===== config.mk =====
export PLATFORM = sky130hd
export DESIGN_NAME = trisc_exec_ctrl
export DESIGN_NICKNAME = d
export VERILOG_FILES = /design/src/rtl/trisc_pkg.sv /design/src/rtl/trisc_regfile.sv /design/src/rtl/trisc_exec_ctrl.sv
export SDC_FILE = /design/constraint.sdc
export NUM_CORES = 1
export LEC_CHECK = 0
export BUFFER_PORTS_ARGS = -buffer_cell sky130_fd_sc_hd__buf_2
export CAP_MARGIN = 20
export CORE_UTILIZATION = 57
export CTS_BUF_LIST = sky130_fd_sc_hd__clkbuf_8 sky130_fd_sc_hd__clkbuf_16
export DETAILED_ROUTE_END_ITERATION = 10
export GPL_TIMING_DRIVEN = 0
export HOLD_SLACK_MARGIN = 0.12
export MAX_ROUTING_LAYER = met4
export PLACE_DENSITY = 0.84
export SLEW_MARGIN = 20
export SYNTH_ARGS = -nofsm -noshare
export SYNTH_HDL_FRONTEND = slang
export SYNTH_SLANG_ARGS = --single-unit

===== constraint.sdc =====
create_clock -name clk -period 2 [get_ports clk]
set_input_delay 0 -clock clk [delete_from_list [all_inputs] [get_ports clk]]
set_output_delay 0 -clock clk [all_outputs]
set_load 0.02 [all_outputs]

===== src/rtl/trisc_pkg.sv =====
// Shared definitions for the TRISC execute controller: opcodes, instruction
// field positions and the controller state encoding.
package trisc_pkg;

    localparam logic [1:0] OP_ADD = 2'b00;
    localparam logic [1:0] OP_SUB = 2'b01;
    localparam logic [1:0] OP_AND = 2'b10;
    localparam logic [1:0] OP_XOR = 2'b11;

    localparam int INSTR_W  = 10;
    localparam int IMM_BIT  = 9;
    localparam int OP_LSB   = 7;
    localparam int RD_LSB   = 4;
    localparam int RS1_LSB  = 2;
    localparam int RS2_LSB  = 0;
    localparam int IMMV_LSB = 0;

    typedef enum logic {
        IDLE = 1'b0,
        EXEC = 1'b1
    } state_e;

endpackage


===== src/rtl/trisc_regfile.sv =====
// NREGS x DW register file: one write port, three combinational read ports
// (two operand reads and one debug/display read).
module trisc_regfile #(
    parameter int NREGS = 4,
    parameter int DW    = 4,
    parameter int AW    = $clog2(NREGS)
) (
    input  logic          clk,
    input  logic          rst,
    input  logic          we_i,
    input  logic [AW-1:0] waddr_i,
    input  logic [DW-1:0] wdata_i,
    input  logic [AW-1:0] raddr1_i,
    output logic [DW-1:0] rdata1_o,
    input  logic [AW-1:0] raddr2_i,
    output logic [DW-1:0] rdata2_o,
    input  logic [AW-1:0] dbg_addr_i,
    output logic [DW-1:0] dbg_data_o
);

    logic [NREGS-1:0][DW-1:0] regs_q, regs_d;

    always_comb begin
        regs_d = regs_q;
        if (we_i) regs_d[waddr_i] = wdata_i;
    end

    always_ff @(posedge clk or posedge rst) begin
        if (rst) regs_q <= '0;
        else     regs_q <= regs_d;
    end

    assign rdata1_o   = regs_q[raddr1_i];
    assign rdata2_o   = regs_q[raddr2_i];
    assign dbg_data_o = regs_q[dbg_addr_i];

endmodule


===== src/rtl/trisc_exec_ctrl.sv =====
// Two-state execute controller in front of the 4-bit ALU: latches operands at
// acceptance, writes the ALU result or immediate back one edge later.
// Optional build macro: TRISC_STICKY_OVR_EN (ovr_flag accumulates until cleared).
module trisc_exec_ctrl
    import trisc_pkg::*;
#(
    parameter int NREGS = 4,
    parameter int DW    = 4
) (
    input  logic                       clk,
    input  logic                       rst,
    input  logic                       instr_valid,
    output logic                       instr_ready,
    input  logic [INSTR_W-1:0]         instr,
    output logic [DW-1:0]              alu_a,
    output logic [DW-1:0]              alu_b,
    output logic                       alu_s0,
    output logic                       alu_s1,
    input  logic [DW-1:0]              alu_r,
    input  logic                       alu_cout,
    input  logic                       alu_ovr,
    output logic                       carry_flag,
    output logic                       ovr_flag,
    input  logic                       flag_clr,
    output logic                       wb_done,
    input  logic [$clog2(NREGS)-1:0]   dbg_sel,
    output logic [DW-1:0]              dbg_data
);

    localparam int AW = $clog2(NREGS);

    state_e        state_q, state_d;
    logic          imm_q, imm_d;
    logic [AW-1:0] rd_q, rd_d;
    logic [DW-1:0] immv_q, immv_d;
    logic [DW-1:0] alu_a_q, alu_a_d, alu_b_q, alu_b_d;
    logic [1:0]    op_q, op_d;
    logic          carry_q, carry_d, ovr_q, ovr_d;
    logic          wb_q, wb_d;
    logic          we;
    logic [DW-1:0] wdata, rs1_data, rs2_data;
    logic          unused_instr;

    // Bit 6 of the instruction word is reserved.
    assign unused_instr = instr[6];

    trisc_regfile #(.NREGS(NREGS), .DW(DW)) u_regfile (
        .clk        (clk),
        .rst        (rst),
        .we_i       (we),
        .waddr_i    (rd_q),
        .wdata_i    (wdata),
        .raddr1_i   (instr[RS1_LSB +: AW]),
        .rdata1_o   (rs1_data),
        .raddr2_i   (instr[RS2_LSB +: AW]),
        .rdata2_o   (rs2_data),
        .dbg_addr_i (dbg_sel),
        .dbg_data_o (dbg_data)
    );

    always_comb begin
        state_d = state_q;
        imm_d   = imm_q;
        rd_d    = rd_q;
        immv_d  = immv_q;
        alu_a_d = alu_a_q;
        alu_b_d = alu_b_q;
        op_d    = op_q;
        carry_d = carry_q;
        ovr_d   = ovr_q;
        wb_d    = 1'b0;
        we      = 1'b0;
        wdata   = alu_r;
        // A coinciding ALU writeback below overrides this clear.
        if (flag_clr) begin
            carry_d = 1'b0;
            ovr_d   = 1'b0;
        end
        case (state_q)
            IDLE: begin
                if (instr_valid) begin
                    imm_d   = instr[IMM_BIT];
                    op_d    = instr[OP_LSB +: 2];
                    rd_d    = instr[RD_LSB +: AW];
                    immv_d  = instr[IMMV_LSB +: DW];
                    alu_a_d = rs1_data;
                    alu_b_d = rs2_data;
                    state_d = EXEC;
                end
            end
            EXEC: begin
                we      = 1'b1;
                wb_d    = 1'b1;
                state_d = IDLE;
                if (imm_q) begin
                    wdata = immv_q;
                end else begin
                    carry_d = alu_cout;
`ifdef TRISC_STICKY_OVR_EN
                    ovr_d   = ovr_q | alu_ovr;
`else
                    ovr_d   = alu_ovr;
`endif
                end
            end
            default: state_d = IDLE;
        endcase
    end

    always_ff @(posedge clk or posedge rst) begin
        if (rst) begin
            state_q <= IDLE;
            imm_q   <= 1'b0;
            rd_q    <= '0;
            immv_q  <= '0;
            alu_a_q <= '0;
            alu_b_q <= '0;
            op_q    <= 2'b00;
            carry_q <= 1'b0;
            ovr_q   <= 1'b0;
            wb_q    <= 1'b0;
        end else begin
            state_q <= state_d;
            imm_q   <= imm_d;
            rd_q    <= rd_d;
            immv_q  <= immv_d;
            alu_a_q <= alu_a_d;
            alu_b_q <= alu_b_d;
            op_q    <= op_d;
            carry_q <= carry_d;
            ovr_q   <= ovr_d;
            wb_q    <= wb_d;
        end
    end

    assign instr_ready = (state_q == IDLE);
    assign alu_a       = alu_a_q;
    assign alu_b       = alu_b_q;
    assign alu_s0      = op_q[0];
    assign alu_s1      = op_q[1];
    assign carry_flag  = carry_q;
    assign ovr_flag    = ovr_q;
    assign wb_done     = wb_q;

endmodule


==> flow_metrics.tcl <==
set metrics [dict create \
    status "finished, violations left" \
    violations "DRC" \
    grt_max_degree 38 \
    drtIter0Drc 47 \
    grt_antenna_before_repair 0 \
    cp.depth 4 \
    synth_nets 179 \
    synth_compound_area_frac 0.0523 \
    die_w_um 57.0 \
    vdd_drop_max_mv 0.756 \
    critical_path_class "flop to flop" \
    vias_per_cell 5.60 \
    fin_crit_sh 0.751 \
    wl_mm 3.91 \
    synth_simple_gate_area_share 0.183 \
    finalSetupTns_ps 0 \
    gr-usage-met2 0.472 \
    cp.required_ps 2170 \
    skew_ps 3.73 \
    drc_errors 6 \
    area_delta_synth_final_pct 26.4 \
    netlist_area_mm2 0.00172 \
    place_area_mm2 0.00194 \
    clockBufferDepth 2 \
    clock_sinks 37 \
    crit_buf_inv 1 \
    synth-seq-area-share 0.537 \
    syn_inst 157 \
    pre_cts_ws_ps 599 \
    finalMaxSlewViolations 0 \
    gp_congestion 0.860 \
    dieHeight_um 57.0 \
    crit_family "buffers and inverters" \
    ant_nets 0 \
    vias 1378 \
    relSlewSlack 0.505 \
    antennaDiodeCount 0 \
    finalHoldViolations 0 \
    synthXorXnorAreaFrac 0 \
    layout_common_cells "64 x nand2_1, 37 x buf_2, 37 x dfrtp_1, 15 x dlygate4sd3_1, 14 x o21ai_0" \
    post_cts_buffers 0 \
    path_clk_slew_ps 70 \
    synthAdderAreaFrac 0 \
    core_mm2 0.00281 \
    grt_pass1_vias 1334 \
    htreeDepth 2 \
    crit_start "state_q" \
    overflow 0 \
    start_kind "flop" \
    ios 40 \
    yosys.cell_types.count 17 \
    nets 237 \
    drv_cap 0 \
    hold_buffers 15 \
    drt_pass1_iterations 7 \
    synth_top_family_by_area "multiplexers" \
    yosys.area.top_type "dfrtp_1" \
    final_area_mm2 0.00218 \
    synth_top_area_share 0.537 \
    fmax_mhz 665 \
    pwr_density_cell_mw_per_mm2 1080 \
    ctsResizeCount 0 \
    design_power_total_mw 2.35 \
    use_met1 0.355 \
    critPathCaptureType "flop" \
    finalCriticalPeriod_ps 1500 \
    grt_pass1_wl_mm 6.43 \
    drive_gt1_frac 0.251 \
    post_synth.cell_area_avg_um2 11.0 \
    setup_viol 0 \
    synthMuxAreaShare 0.198 \
    endpoint "ovr_flag" \
    wl_per_cell_um 15.9 \
    io_buffers 36 \
    cts_tree "yes" \
    rr_endpoint "ovr_flag" \
    crit_path_top_delay_cell "dlygate4sd3_1" \
    ys_top_cells_by_area "dfrtp_1 54%, nand2_1 14%, mux4_1 12%, mux4_2 5.2%, o21ai_0 4.1%" \
    start_util 0.614 \
    whs_path_depth 3 \
    busiest_layer "met2" \
    grt_use_total 0.287 \
    ff2ff_path_depth 4 \
    post-route-worst-setup-slack_ps 497 \
    met3_usage 0.0680 \
    crit_chain "nand2b_1, nand3b_1, o21ai_0, dlygate4sd3_1" \
    yosysWarnings 0 \
    r2r-start "state_q" \
    critPathArrivalTime_ps 1670 \
    die-area_mm2 0.00325 \
    holdCritPathClass "primary input to flop" \
    row_count 19 \
    worst_path_largest_cell_delay_ps 570 \
    crit_path_max_fanout 9 \
    power_leakage_nw 1.14 \
    clk_latency_ps 290 \
    cts_root_buffer "clkbuf_8" \
    ys_seq_elements 37 \
    final_common_cell "nand2_1" \
    cts_buffers 5 \
    dp_hpwl_mm 2.79 \
    fin_util 0.777 \
    tightest_slew_ps 741 \
    ff2ff_setup_slack_ps 500 \
    rsz0062_at_grt "no" \
]
logic make-up (layout without fill, tap and decap cells):
logic type             Yosys count  after routing
flip-flops                      37             37
multiplexers                    16             16
AO/OA/AOI/OAI                   18             18
AND/OR/NAND/NOR                 76             76
buffers and inverters           10             68
per-stage QoR:
| stage | instances | hold slack [ps] |
|---|---|---|
| after floorplan | 157 | 105 |
| after global placement | 224 | 192 |
| after detailed placement | 224 | 175 |
| after CTS | 246 | 128 |
| after global routing | 246 | 138 |
| final | 246 | 135 |
power breakdown:
| part | internal [mW] | leakage, nW | switching, mW | total (mW) |
|---|---|---|---|---|
| combinational | 0.339 | 0.640 | 0.378 | 0.717 |
| clock | 0.268 | 0.0485 | 0.239 | 0.507 |
| sequential | 0.955 | 0.450 | 0.170 | 1.12 |
final cells by class:
cell class	instances	area (µm²)
timing repair buffer	51	330
sequential	37	926
tap	31	38.8
clock inverter	1	3.75
buffer	5	30.0
multi-input combinational	110	746
fill	182	627
clock buffer	6	82.6
inverter	5	21.3
registers in the layout (all words and copies together), names as in the netlist:
name and flops:
op_q 2, imm_q 1, alu_b 4, u_regfile.regs_q 16, alu_a 4, state_q 1, carry_flag 1, rd_q 2
immv_q 4, ovr_flag 1, wb_done 1
layer usage:
layer	vias up	routed length [µm]
met5	-	0
met1	676	1660
met2	39	2010
met4	0	68
met3	8	177
li1	655	-
worst register-to-register path, cell delays in order (launching register included):
cell           delay, ps
dfrtp_1              480
nand2b_1             140
nand3b_1             100
o21ai_0               90
dlygate4sd3_1        570
cells in the mapped netlist (all sizes together):
master	number
nor2	4
nand3	1
mux4	12
buf	3
nand3b	4
mux2i	4
o21ai	14
clkbuf	2
dfrtp	37
nand2	64
nand2b	2
inv	5
nor3b	1
a21oi	4
worst min path at each step:
stage,from,end,slack [ps]
after floorplan,instr[9],imm_q,110
after global placement,instr[7],op_q[0],190
after detailed placement,rst,alu_a[3],180
after CTS,alu_r[2],u_regfile.regs_q[2],130
after global routing,alu_r[2],u_regfile.regs_q[2],140
final,alu_r[2],u_regfile.regs_q[2],130
Note: power is estimated with default switching activity, not from simulation.
